==> config.mk <==
export PLATFORM = sky130hd
export DESIGN_NAME = hh_spike_analyzer
export DESIGN_NICKNAME = d
export VERILOG_FILES = /design/src/rtl/hh_pkg.sv /design/src/rtl/hh_rate_window.sv /design/src/rtl/hh_spike_analyzer.sv
export SDC_FILE = /design/constraint.sdc
export NUM_CORES = 1
export LEC_CHECK = 0
export ABC_AREA = 1
export BUFFER_PORTS_ARGS = -buffer_cell sky130_fd_sc_hd__buf_4
export CAP_MARGIN = 20
export CELL_PAD_IN_SITES_DETAIL_PLACEMENT = 1
export CELL_PAD_IN_SITES_GLOBAL_PLACEMENT = 1
export CORE_ASPECT_RATIO = 0.7
export CORE_MARGIN = 3
export CORE_UTILIZATION = 35
export DETAILED_ROUTE_END_ITERATION = 8
export PLACE_DENSITY_LB_ADDON = 0.15
export SLEW_MARGIN = 20
export SYNTH_ARGS = -nofsm -noshare
export SYNTH_HDL_FRONTEND = slang
export SYNTH_SLANG_ARGS = --single-unit
==> constraint.sdc <==
create_clock -name clk -period 6.7 [get_ports clk]
set_input_delay 0.335 -clock clk [delete_from_list [all_inputs] [get_ports clk]]
set_output_delay 0.335 -clock clk [all_outputs]
set_load 0.02 [all_outputs]
==> src/rtl/hh_pkg.sv <==
// Shared constants and helpers for the Hodgkin-Huxley neuron datapath.
package hh_pkg;

  localparam int STATE_W   = 8;   // membrane state width
  localparam int DEF_ISI_W = 16;  // default interval counter width
  localparam int DEF_CNT_W = 8;   // default spike count width

  // Increment that sticks at max_val instead of wrapping. Callers pass their
  // value and ceiling zero-extended to 32 bits and cast the result back.
  function automatic logic [31:0] sat_inc(input logic [31:0] val,
                                          input logic [31:0] max_val);
    return (val >= max_val) ? max_val : val + 32'd1;
  endfunction

endpackage

==> src/rtl/hh_rate_window.sv <==
// Fixed-length rate window: counts accepted spikes per WIN_CYCLES-cycle
// window and publishes the total with a one-cycle valid at window close.
module hh_rate_window
  import hh_pkg::*;
#(
  parameter int WIN_CYCLES = 1024,
  parameter int CNT_W      = DEF_CNT_W
) (
  input  logic             clk,
  input  logic             rst,
  input  logic             clr,
  input  logic             accept,
  output logic [CNT_W-1:0] rate_count,
  output logic             rate_valid
);

  localparam int               WIN_W    = $clog2(WIN_CYCLES);
  localparam logic [WIN_W-1:0] WIN_LAST = WIN_W'(WIN_CYCLES - 1);
  localparam logic [31:0]      ACC_MAX  = 32'({CNT_W{1'b1}});

  logic [WIN_W-1:0] r_win_cnt;
  logic [CNT_W-1:0] r_acc;
  logic [CNT_W-1:0] r_rate_count;
  logic             r_rate_valid;

  logic             w_win_last;
  logic [CNT_W-1:0] w_acc_next;

  assign w_win_last = (r_win_cnt == WIN_LAST);
  assign w_acc_next = accept ? CNT_W'(sat_inc(32'(r_acc), ACC_MAX)) : r_acc;

  // Window phase and accumulator; the closing cycle also counts its own spike.
  always_ff @(posedge clk or posedge rst) begin
    // NOTE: sequential state uses <= so every register samples pre-edge values.
    if (rst) begin
      r_win_cnt    <= '0;
      r_acc        <= '0;
      r_rate_count <= '0;
      r_rate_valid <= 1'b0;
    end else if (clr) begin
      r_win_cnt    <= '0;
      r_acc        <= '0;
      r_rate_count <= '0;
      r_rate_valid <= 1'b0;
    end else if (w_win_last) begin
      r_win_cnt    <= '0;
      r_acc        <= '0;
      r_rate_count <= w_acc_next;
      r_rate_valid <= 1'b1;
    end else begin
      r_win_cnt    <= r_win_cnt + WIN_W'(1);
      r_acc        <= w_acc_next;
      r_rate_valid <= 1'b0;
    end
  end

  assign rate_count = r_rate_count;
  assign rate_valid = r_rate_valid;

endmodule

==> src/rtl/hh_spike_analyzer.sv <==
// Spike analyzer for the Hodgkin-Huxley core: qualifies spike edges with a
// refractory lockout and reports ISI, windowed rate, bursts and peak state.
module hh_spike_analyzer
  import hh_pkg::*;
#(
  parameter int WIN_CYCLES = 1024,
  parameter int ISI_W      = DEF_ISI_W,
  parameter int CNT_W      = DEF_CNT_W,
  parameter int MIN_ISI    = 4,
  parameter int BURST_ISI  = 32,
  parameter int BURST_LEN  = 3
) (
  input  logic               clk,
  input  logic               rst,
  input  logic               clr,
  input  logic [STATE_W-1:0] state,
  input  logic               spike,
  output logic               spike_pulse,
  output logic               reject_pulse,
  output logic [ISI_W-1:0]   isi_last,
  output logic               isi_valid,
  output logic [STATE_W-1:0] peak_v,
  output logic [CNT_W-1:0]   rate_count,
  output logic               rate_valid,
  output logic               burst
);

  localparam int               RUN_W     = $clog2(BURST_LEN + 1);
  localparam logic [ISI_W-1:0] ISI_MAX   = {ISI_W{1'b1}};
  localparam logic [ISI_W-1:0] LOCK_MIN  = ISI_W'(MIN_ISI);
  localparam logic [ISI_W-1:0] BURST_GAP = ISI_W'(BURST_ISI);
  localparam logic [ISI_W-1:0] BURST_END = ISI_W'(BURST_ISI + 1);
  localparam logic [RUN_W-1:0] RUN_FULL  = RUN_W'(BURST_LEN);

  logic               r_spike_q;
  logic               r_spike_pulse;
  logic               r_reject_pulse;
  logic               r_first_seen;
  logic [ISI_W-1:0]   r_isi_cnt;
  logic [ISI_W-1:0]   r_isi_last;
  logic               r_isi_valid;
  logic [STATE_W-1:0] r_run_max;
  logic [STATE_W-1:0] r_peak_v;
  logic [RUN_W-1:0]   r_run;
  logic               r_burst;

  logic               w_edge;
  logic               w_accept;
  logic               w_reject;
  logic [ISI_W-1:0]   w_isi_inc;
  logic [STATE_W-1:0] w_peak_now;
  logic [RUN_W-1:0]   w_run_next;
  logic               w_gap_close;

  assign w_edge      = spike & ~r_spike_q;
  assign w_accept    = w_edge & (~r_first_seen | (r_isi_cnt >= LOCK_MIN));
  assign w_reject    = w_edge & ~w_accept;
  assign w_isi_inc   = ISI_W'(sat_inc(32'(r_isi_cnt), 32'(ISI_MAX)));
  assign w_peak_now  = (state > r_run_max) ? state : r_run_max;
  assign w_gap_close = ~w_accept & (r_isi_cnt == BURST_END);

  // Run length the current edge would produce: extend on a short gap, else restart at one.
  always_comb begin
    // NOTE: default assignment first so no path leaves the signal unassigned (no latch).
    w_run_next = RUN_W'(1);
    if (r_first_seen && (r_isi_cnt <= BURST_GAP))
      w_run_next = (r_run < RUN_FULL) ? r_run + RUN_W'(1) : RUN_FULL;
  end

  // Edge history and the one-cycle accept/reject/ISI pulses.
  always_ff @(posedge clk or posedge rst) begin
    if (rst) begin
      r_spike_q      <= 1'b0;
      r_spike_pulse  <= 1'b0;
      r_reject_pulse <= 1'b0;
      r_isi_valid    <= 1'b0;
    end else if (clr) begin
      r_spike_q      <= 1'b0;
      r_spike_pulse  <= 1'b0;
      r_reject_pulse <= 1'b0;
      r_isi_valid    <= 1'b0;
    end else begin
      r_spike_q      <= spike;
      r_spike_pulse  <= w_accept;
      r_reject_pulse <= w_reject;
      r_isi_valid    <= w_accept & r_first_seen;
    end
  end

  // Interval counter; the first accepted spike only arms it, later ones report it.
  always_ff @(posedge clk or posedge rst) begin
    if (rst) begin
      r_first_seen <= 1'b0;
      r_isi_cnt    <= '0;
      r_isi_last   <= '0;
    end else if (clr) begin
      r_first_seen <= 1'b0;
      r_isi_cnt    <= '0;
      r_isi_last   <= '0;
    end else if (w_accept) begin
      r_first_seen <= 1'b1;
      r_isi_cnt    <= ISI_W'(1);
      if (r_first_seen)
        r_isi_last <= r_isi_cnt;
    end else begin
      r_isi_cnt    <= w_isi_inc;
    end
  end

  // Running maximum of the membrane state, latched and restarted on each accepted spike.
  always_ff @(posedge clk or posedge rst) begin
    if (rst) begin
      r_run_max <= '0;
      r_peak_v  <= '0;
    end else if (clr) begin
      r_run_max <= '0;
      r_peak_v  <= '0;
    end else if (w_accept) begin
      r_run_max <= '0;
      r_peak_v  <= w_peak_now;
    end else begin
      r_run_max <= w_peak_now;
    end
  end

  // Burst tracking: grows on short gaps, collapses once the gap exceeds BURST_ISI.
  always_ff @(posedge clk or posedge rst) begin
    if (rst) begin
      r_run   <= '0;
      r_burst <= 1'b0;
    end else if (clr) begin
      r_run   <= '0;
      r_burst <= 1'b0;
    end else if (w_accept) begin
      r_run   <= w_run_next;
      r_burst <= (w_run_next >= RUN_FULL);
    end else if (w_gap_close) begin
      r_run   <= '0;
      r_burst <= 1'b0;
    end
  end

  hh_rate_window #(
    .WIN_CYCLES (WIN_CYCLES),
    .CNT_W      (CNT_W)
  ) u_rate_window (
    .clk        (clk),
    .rst        (rst),
    .clr        (clr),
    .accept     (w_accept),
    .rate_count (rate_count),
    .rate_valid (rate_valid)
  );

  assign spike_pulse  = r_spike_pulse;
  assign reject_pulse = r_reject_pulse;
  assign isi_last     = r_isi_last;
  assign isi_valid    = r_isi_valid;
  assign peak_v       = r_peak_v;
  assign burst        = r_burst;

endmodule

==> impl_metrics.env, run 1 <==
export IMPL_slowest_stage="nand2_1"
export IMPL_cts_tree="built"
export IMPL_max_slew_margin=0.448
export IMPL_ant_nets=0
export IMPL_maxCapViolCount=0
export IMPL_io_pins=49
export IMPL_yosys_area_top_type="dfrtp_1"
export IMPL_synth_ff_type="dfrtp_1"
export IMPL_synth_fp_nets=557
export IMPL_viasPerCell=4.89
export IMPL_dr_pass1_iters=4
export IMPL_synthArstFlopShare=1.00
export IMPL_fin_nets=603
export IMPL_cp_top_family="simple AND/OR/NAND/NOR gates"
export IMPL_tns_ns=0
export IMPL_wl_per_cell_um=15.6
export IMPL_rows=33
export IMPL_critPathBufInv=1
export IMPL_fin_crit_ns=2.14
export IMPL_leakagePower_nw=2.59
export IMPL_power_density_nw_per_um2=238
export IMPL_top_layer_used="met4"
export IMPL_start_kind="flop"
export IMPL_m1WireLength_um=5970
export IMPL_grt_pass1_vias=3882
export IMPL_synth_area_leaders="dfrtp_1, nand2_1, nand3_1"
export IMPL_h_tree_depth=3
export IMPL_post_cts_setup_buffer_count=0
export IMPL_critPathMaxStageDelay_ns=0.43
export IMPL_hold_viol=0
export IMPL_max_freq_ghz=0.466
export IMPL_outcome="finished clean"
export IMPL_cp_required_ns=6.92
export IMPL_grt_max_degree=84
export IMPL_root_buffer="clkbuf_16"
export IMPL_synth_top_area_frac=0.484
export IMPL_drt_iter0_markers=160
export IMPL_min_path_type="input pin to async pin"
export IMPL_fp_dieW_um=138
export IMPL_start_util=0.362
export IMPL_vias=3615
export IMPL_hold_slack_ns=0.215
export IMPL_setup_viol=0
export IMPL_wirelength_um=11600
export IMPL_wl_met3_um=292
export IMPL_gp_congestion=0.796
export IMPL_finClkSkew_ns=0.00660
export IMPL_finalNonFillerCells=740
export IMPL_drc=0
export IMPL_clock_latency_ns=0.34
export IMPL_clock_path_buffers=2
export IMPL_synth_cells=532
export IMPL_rsz0062_at_grt="false"
export IMPL_synth_edf_count=0
export IMPL_gr_total_overflow=0
export IMPL_ys_warn_count=0
export IMPL_cpMostUsedCell="nand2_1"
export IMPL_setup_ws_ns=4.56
export IMPL_syn_cell_area_sq_um=4290
export IMPL_cts_repair_resized=0
export IMPL_die_y_um=98.6
export IMPL_met2_length_um=5190
export IMPL_dpl_hpwl_um=8320
export IMPL_synth_seq_cells=83
export IMPL_grt_pass1_wl_um=19700
export IMPL_antenna_cells=0
export IMPL_synth_cell_types=37
export IMPL_drive_gt1_frac=0.156
export IMPL_cp_end_kind="flop"
export IMPL_fillCellCount=1460
export IMPL_dp_cells=724
export IMPL_antenna_found_initial=0
export IMPL_crit_type="flop to flop"
export IMPL_clock_sinks=83
export IMPL_path_clk_slew_ns=0.06
export IMPL_cts_buffers_inserted=9
export IMPL_max_slew_worst_pin_slew_ns=0.827
export IMPL_port_buffers=48
export IMPL_worstPathCellList="ha_1 > nand2_1 > nor2_1 > nand4_1 > nand2_1 > clkinv_1 > nand2_1 > nand2_1"
export IMPL_die_area_sq_um=13600
export IMPL_synth_seq_area_share=0.484
export IMPL_postCtsHoldBufs=0
export IMPL_syn2layout_area_growth_pct=17.4
export IMPL_cp_arrival_ns=2.37
export IMPL_peakVddDrop_mv=0.123
export IMPL_crit_fanout=14
export IMPL_fp_coreArea_sq_um=11900
export IMPL_avgSynthCellArea_sq_um=8.07
export IMPL_grt_usage=0.178
export IMPL_fin_crit_sh=0.320
export IMPL_preCtsSetupSlack_ns=4.47
export IMPL_slew_viol_final=0
report_power, final:
group	internal [W]	switching, W	total [W]
combinational	0.0000517	0.000112	0.000164
sequential	0.000523	0.0000158	0.000539
clock	0.000297	0.000201	0.000498
flip-flops by register name, indices dropped and copies added (netlist names):
| name | flops |
|---|---|
| reject_pulse | 1 |
| peak_v | 8 |
| u_rate_window.rate_valid | 1 |
| burst | 1 |
| isi_last | 16 |
| r_run_max | 8 |
| spike_pulse | 1 |
| isi_valid | 1 |
| r_run | 2 |
| u_rate_window.rate_count | 8 |
| r_first_seen | 1 |
| r_isi_cnt | 16 |
| u_rate_window.r_acc | 8 |
| r_spike_q | 1 |
| u_rate_window.r_win_cnt | 10 |
layout make-up:
| type | count | area [sq um] | area share |
|---|---|---|---|
| clock buffers | 11 | 243 | 0.0482 |
| clock inverters | 5 | 52.6 | 0.0104 |
| inverters | 62 | 239 | 0.0474 |
| multi-input cells | 373 | 1860 | 0.369 |
| flip-flops and latches | 83 | 2080 | 0.412 |
| well taps | 157 | 196 | 0.0390 |
| repair buffers | 49 | 372 | 0.0737 |
final timing paths:
path,startpoint,end,slack (ns),depth (start not counted)
worst max-delay path,u_rate_window.r_win_cnt[0],u_rate_window.rate_count[5],4.56,8
worst min-delay path,rst,spike_pulse,0.22,3
worst max register to register,u_rate_window.r_win_cnt[0],u_rate_window.rate_count[5],4.56,8
worst min register to register,r_spike_q,reject_pulse,0.46,1
max in group asynchronous,rst,r_isi_cnt[11],5.97,3
min in group clk,clr,u_rate_window.r_win_cnt[6],0.23,2
cell usage in the layout (no fill, tap or decap), types with 3 or more instances in the layout:
cell,Yosys,routed
ha_1,13,13
nand4_1,10,10
nand3_2,3,3
nor2_2,8,8
dfrtp_1,83,83
inv_2,3,3
nor3_1,6,6
buf_4,2,48
a31oi_1,3,3
o21ai_0,7,7
xnor2_1,3,3
xor2_1,7,7
nor2_1,57,57
nand2_4,3,3
inv_1,57,56
clkinv_2,0,4
nand2_1,165,165
a21oi_1,12,12
nand3_1,62,62
clkbuf_16,0,9
cells in the mapped netlist (5+ instances only):
| library cell | number |
|---|---|
| nand3_1 | 62 |
| ha_1 | 13 |
| nand2_1 | 165 |
| nor3_1 | 6 |
| nor2_1 | 57 |
| buf_6 | 5 |
| dfrtp_1 | 83 |
| inv_1 | 57 |
| nor2_2 | 8 |
| o21ai_0 | 7 |
| xor2_1 | 7 |
| a21oi_1 | 12 |
| buf_2 | 6 |
| nand4_1 | 10 |
logic make-up (layout without fill, tap and decap cells):
group | after synthesis | count (layout) | synth area share
and+or+nand+nor | 321 | 321 | 0.334
DFF | 83 | 83 | 0.484
buffers and inverters | 76 | 127 | 0.0825
AOI/OAI and AO/OA | 29 | 29 | 0.0411
adders and majority gates | 13 | 13 | 0.0379
xor gates and xnor gates | 10 | 10 | 0.0204
per-stage QoR:
step	power [W]	cell area, sq um	util
floorplan	0.000664	4290	-
global placement	0.000706	4740	0.400
detailed placement	0.000713	4740	0.400
CTS	0.00122	5040	0.425
global route	0.00127	5040	0.425
finish	0.00120	5040	0.425
worst register-to-register path: stages, from the launching register on:
cell and delay, ns:
dfrtp_1 0.37, ha_1 0.17, nand2_1 0.07, nor2_1 0.20, nand4_1 0.17, nand2_1 0.43, clkinv_1 0.41, nand2_1 0.14
nand2_1 0.06
metal layers:
metal / vias to the layer above / GRT usage
met3: 10 / 0.0349
met1: 1794 / 0.255
met5: - / 0
met4: 0 / 0.0463
met2: 37 / 0.278
li1: 1774 / -
(Power assumes the default switching activity.)
==> run 2: changes to the inputs <==
- ABC_AREA: 1 -> 0
- clock period: 6.7 -> 1.9 ns (I/O delays scaled with it)
==> run 2 against run 1 <==
Count of clock-buffer cells in the layout increased by 2. Register-to-register slack got worse by 4.6 ns. The run now ends with negative setup slack left. Largest cell class is now multi-input combinational cells. Highest routed layer unchanged. Synthesized area shrank 7.0%. Worst setup slack got worse by 4.6 ns. Critical path depth unchanged. Utilization grew 9.0 points.
==> impl_metrics.env, run 2 <==
export IMPL_cp_top_family="compound AO/OA/AOI/OAI gates"
export IMPL_drc=0
export IMPL_slew_viol_final=0
export IMPL_root_buffer="clkbuf_16"
export IMPL_grt_usage=0.178
export IMPL_ant_nets=0
export IMPL_final_cell_mix="buf_4, dfrtp_1, nor2_1"
export IMPL_setup_viol=2
export IMPL_clock_path_buffers=2
export IMPL_power_density_nw_per_um2=735
export IMPL_fin_crit_ns=1.95
export IMPL_wirelength_um=11600
export IMPL_synth_seq_area_share=0.520
export IMPL_fp_dieW_um=134
export IMPL_layout_cells_most_common="buf_4"
export IMPL_clock_latency_ns=0.33
export IMPL_synth_top_family_by_area="simple AND/OR/NAND/NOR gates"
export IMPL_synth_xor_area_frac=0.0373
export IMPL_critPathMaxStageDelay_ns=0.40
export IMPL_clock_sinks=83
export IMPL_rsz0062_at_grt="true"
export IMPL_synth_most_common_cell="dfrtp_1"
export IMPL_antenna_found_initial=0
export IMPL_fin_nets=511
export IMPL_gp_congestion=0.828
export IMPL_synth_cells=387
export IMPL_synth_fa_ha_area_frac=0.0408
export IMPL_max_slew_margin=0.639
export IMPL_ys_warn_count=0
export IMPL_h_tree_depth=3
export IMPL_peakVddDrop_mv=0.532
export IMPL_grt_pass1_vias=3562
export IMPL_io_pins=49
export IMPL_min_path_type="input pin to flop"
export IMPL_hold_viol=0
export IMPL_path_clk_slew_ns=0.06
export IMPL_drive_gt1_frac=0.348
export IMPL_leakagePower_nw=2.43
export IMPL_slowest_stage="dfrtp_1"
export IMPL_cp_required_ns=2.13
export IMPL_synth_ff_type="dfrtp_1"
export IMPL_grt_pass1_wl_um=18100
export IMPL_viasPerCell=5.32
export IMPL_synth_fp_nets=412
export IMPL_cp_end_kind="flop"
export IMPL_synth_edf_count=0
export IMPL_synth_common_cells="dfrtp_1, nor2_1, a21oi_1"
export IMPL_start_kind="flop"
export IMPL_vias=3398
export IMPL_start_util=0.373
export IMPL_place_area_sq_um=4820
export IMPL_avgSynthCellArea_sq_um=10.3
export IMPL_crit_type="flop to flop"
export IMPL_rows=31
export IMPL_yosys_area_share_simple=0.190
export IMPL_synthMuxAreaShare=0.0502
export IMPL_cts_tree="built"
export IMPL_grt_max_degree=84
export IMPL_dr_pass1_iters=5
export IMPL_cts_buffers_inserted=9
export IMPL_outcome="finished, violations left"
export IMPL_fp_coreArea_sq_um=10700
export IMPL_critPathBufInv=2
export IMPL_max_slew_worst_pin_slew_ns=0.539
export IMPL_finClkSkew_ns=0.00696
export IMPL_synth_top_area_frac=0.520
export IMPL_synth_seq_cells=83
export IMPL_setup_ws_ns=-0.0460
export IMPL_antenna_cells=0
export IMPL_worstPathCellList="inv_2 > ha_4 > nor2b_4 > o211ai_1 > buf_4 > o2111a_2 > o21ai_1 > a311oi_1"
export IMPL_drt_iter0_markers=163
export IMPL_final_area_sq_um=5520
export IMPL_wl_per_cell_um=18.2
export IMPL_port_buffers=48
export IMPL_die_y_um=95.3
export IMPL_synth_cell_types=52
export IMPL_yosys_area_top_type="dfrtp_1"
export IMPL_synth_area_leaders="dfrtp_1, mux2i_1, nor2_1"
export IMPL_syn2layout_area_growth_pct=38.3
export IMPL_synthArstFlopShare=1.00
export IMPL_syn_cell_area_sq_um=3990
export IMPL_cp_arrival_ns=2.17
export IMPL_max_freq_ghz=0.514
export IMPL_die_area_sq_um=12700
export IMPL_crit_fanout=5
export IMPL_gr_total_overflow=0
export IMPL_fin_crit_sh=1.02
export IMPL_synth_compound_area_share=0.125
export IMPL_maxCapViolCount=0
export IMPL_dpl_hpwl_um=7530
export IMPL_final_util=0.516
export IMPL_failed_checks="negative setup slack"
[run 2: routing by layer]
metal / global-route usage / routed length, um
met3: 0.0432 / 329
met1: 0.247 / 5820
met4: 0.0471 / 158
met2: 0.282 / 5320
met5: 0 / 0
[run 2: timing repair]
item / in CTS / in global routing
pin swaps: 8 / 32
endpoints found under the hold margin: 83 / 0
endpoints found under the setup margin: 19 / 69
cloned: 1 / 1
gates resized for setup: 12 / 60
setup buffers: 1 / 11
hold buffers: 1 / 0
[run 2: path summary, 6_finish.rpt]
kind,from,end,slack (ns),depth (start not counted)
max,r_run_max[1],peak_v[6],-0.05,8
min,spike,r_spike_q,0.04,2
max reg2reg,r_run_max[1],peak_v[6],-0.05,8
min reg2reg,u_rate_window.rate_count[6],u_rate_window.rate_count[6],0.48,2
max in group asynchronous,rst,isi_last[5],1.08,4
min in group asynchronous,rst,isi_last[14],0.43,4
[run 2: cells by family after synthesis]
logic type | after synthesis
AO/OA/AOI/OAI | 75
adder cells (fa/ha/maj) | 13
XOR/XNOR | 17
multiplexers | 20
AND/OR/NAND/NOR | 146
buffers and inverters | 33
flip-flops | 83
[run 2: final cells by class]
cell class,count,area [sq um]
Inverter,17,67.6
Timing Repair Buffer,102,842
Clock inverter,3,15.0
Tap cell,148,185
Multi-Input combinational cell,273,2090
Clock buffer,13,240
Fill cell,1197,5190
Sequential cell,83,2080
[run 2: stage by stage]
step | total power, W | setup slack, ns | instances | hold WS (ns) | setup TNS [ns]
after floorplan | 0.00214 | 0.00129 | 387 | 0.233 | 0
after global placement | 0.00233 | -0.0868 | 609 | 0.268 | -0.637
after detailed placement | 0.00235 | -0.222 | 609 | 0.264 | -2.02
after CTS | 0.00397 | 0.00428 | 628 | 0.00269 | 0
after global routing | 0.00425 | -0.0969 | 639 | 0.0378 | -0.962
final | 0.00405 | -0.0460 | 639 | 0.0383 | -0.0554
[run 2: worst reg2reg max path: cells and delay by family, from the launching register on]
family	cells	cell delay, ns
AOI/OAI and AO/OA	4	0.89
DFF	1	0.40
buffers and inverters	2	0.24
adders and majority gates	1	0.20
and+or+nand+nor	1	0.12
[run 2: where the power goes]
group | total (W) | switching, W | internal, W
logic | 0.000636 | 0.000372 | 0.000263
clock network | 0.00156 | 0.000681 | 0.000881
registers | 0.00186 | 0.0000390 | 0.00182
==> run 3: changes to the inputs <==
- ABC_AREA: 0 -> 1
- TNS_END_PERCENT: unset -> 50
==> run 3 against run 2 <==
The flow now finishes without violations. Utilization decreased by 7.5 points. Cell count rose by 19%. Maximum frequency rose by 13%. Worst hold slack worse by 0.020 ns. Critical path type unchanged.
==> impl_metrics.env, run 3 (synthesized netlist as in run 1, its figures left out) <==
export IMPL_outcome="finished clean"
export IMPL_fp_coreArea_sq_um=11900
export IMPL_hold_viol=0
export IMPL_antenna_found_initial=0
export IMPL_layout_cells_most_common="nand2_1"
export IMPL_max_slew_worst_pin_slew_ns=0.452
export IMPL_grt_pass1_vias=3955
export IMPL_fillCellCount=1434
export IMPL_wl_per_cell_um=15.7
export IMPL_crit_type="flop to flop"
export IMPL_clock_sinks=83
export IMPL_post_cts_setup_buffer_count=0
export IMPL_dpl_hpwl_um=9080
export IMPL_die_area_sq_um=13600
export IMPL_path_clk_slew_ns=0.06
export IMPL_fin_crit_ns=1.73
export IMPL_port_buffers=48
export IMPL_leakagePower_nw=2.69
export IMPL_vias=3699
export IMPL_final_area_sq_um=5220
export IMPL_place_area_sq_um=4900
export IMPL_wirelength_um=11900
export IMPL_power_w=0.00428
export IMPL_gr_total_overflow=0
export IMPL_drc=0
export IMPL_cp_arrival_ns=2.00
export IMPL_power_density_nw_per_um2=820
export IMPL_cp_end_kind="flop"
export IMPL_min_path_type="input pin to flop"
export IMPL_clock_latency_ns=0.34
export IMPL_crit_fanout=14
export IMPL_start_kind="flop"
export IMPL_io_pins=49
export IMPL_final_cell_mix="nand2_1, dfrtp_1, buf_4"
export IMPL_final_util=0.441
export IMPL_start_util=0.362
export IMPL_cts_tree="built"
export IMPL_tns_ns=0
export IMPL_multi_input_comb_area_sq_um=1860
export IMPL_peakVddDrop_mv=0.443
export IMPL_dr_pass1_iters=4
export IMPL_drt_iter0_markers=175
export IMPL_drive_gt1_frac=0.186
export IMPL_grt_pass1_wl_um=20000
export IMPL_h_tree_depth=3
export IMPL_syn2layout_area_growth_pct=21.7
export IMPL_antenna_cells=0
export IMPL_gp_congestion=0.846
export IMPL_clock_path_buffers=2
export IMPL_rsz0062_at_grt="false"
export IMPL_fp_dieW_um=138
export IMPL_ant_nets=0
export IMPL_register_area_sq_um=2080
export IMPL_cts_buffers_inserted=9
export IMPL_fin_nets=623
export IMPL_fin_crit_sh=0.910
export IMPL_max_freq_ghz=0.579
export IMPL_cp_required_ns=2.17
export IMPL_root_buffer="clkbuf_16"
export IMPL_finClkSkew_ns=0.00726
export IMPL_grt_max_degree=39
export IMPL_rows=33
export IMPL_maxCapViolCount=0
export IMPL_viasPerCell=4.87
export IMPL_die_y_um=98.6
export IMPL_setup_viol=0
export IMPL_slew_viol_final=0
export IMPL_max_slew_margin=0.696
export IMPL_grt_usage=0.182
==> run 3: final timing paths <==
path,depth (start not counted),end,startpoint,slack (ns)
worst min register to register,1,u_rate_window.r_win_cnt[0],u_rate_window.r_win_cnt[0],0.46
worst max register to register,9,r_isi_cnt[14],r_isi_cnt[13],0.17
max in group asynchronous,4,isi_last[2],rst,1.10
min in group asynchronous,3,u_rate_window.r_acc[2],rst,0.22
worst min-delay path,2,u_rate_window.r_win_cnt[6],clr,0.02
worst max-delay path,9,r_isi_cnt[14],r_isi_cnt[13],0.17
==> run 3: timing repair <==
item,CTS,global route
setup endpoints to repair,0,16
endpoints found under the hold margin,83,0
hold buffers,1,0
gates resized for setup,0,3
==> run 3: cell type report <==
| cell class | instances | share of cell area |
|---|---|---|
| Inverter | 62 | 0.0472 |
| Multi-Input combinational cell | 373 | 0.357 |
| Clock inverter | 4 | 0.00935 |
| Sequential cell | 83 | 0.398 |
| Timing Repair Buffer | 69 | 0.102 |
| Tap cell | 157 | 0.0376 |
| Clock buffer | 12 | 0.0491 |
==> run 3: power breakdown <==
group	switching (W)	internal [W]	leakage, nW
Sequential	0.0000542	0.00184	1.14
Clock	0.000690	0.00109	0.153
Combinational	0.000402	0.000203	1.40
Total	0.00115	0.00313	2.69
==> run 3: routing by layer <==
layer	up-vias	global-route usage	wire (um)
met5	-	0	0
met4	0	0.0456	107
met3	10	0.0422	390
met2	57	0.277	5340
met1	1816	0.263	6110
li1	1816	-	-
==> run 3: critical path, cell delays in order, from the launching register on <==
cell      delay, ns
dfrtp_1        0.46
nor2_1         0.13
nand2_1        0.07
nor2_2         0.22
nand2_4        0.13
nand2_8        0.14
nand2_4        0.15
clkinv_2       0.18
nand2_1        0.07
nor2_1         0.09
==> run 3: per-stage QoR <==
stage / worst slack (ns) / hold WS, ns / cells
after floorplan: 0.296 / 0.250 / 532
after detailed placement: 0.124 / 0.0175 / 743
after global routing: 0.00318 / 0.0144 / 760
after global placement: 0.195 / 0.0151 / 743
after CTS: 0.109 / 0.0115 / 760
final: 0.172 / 0.0187 / 760
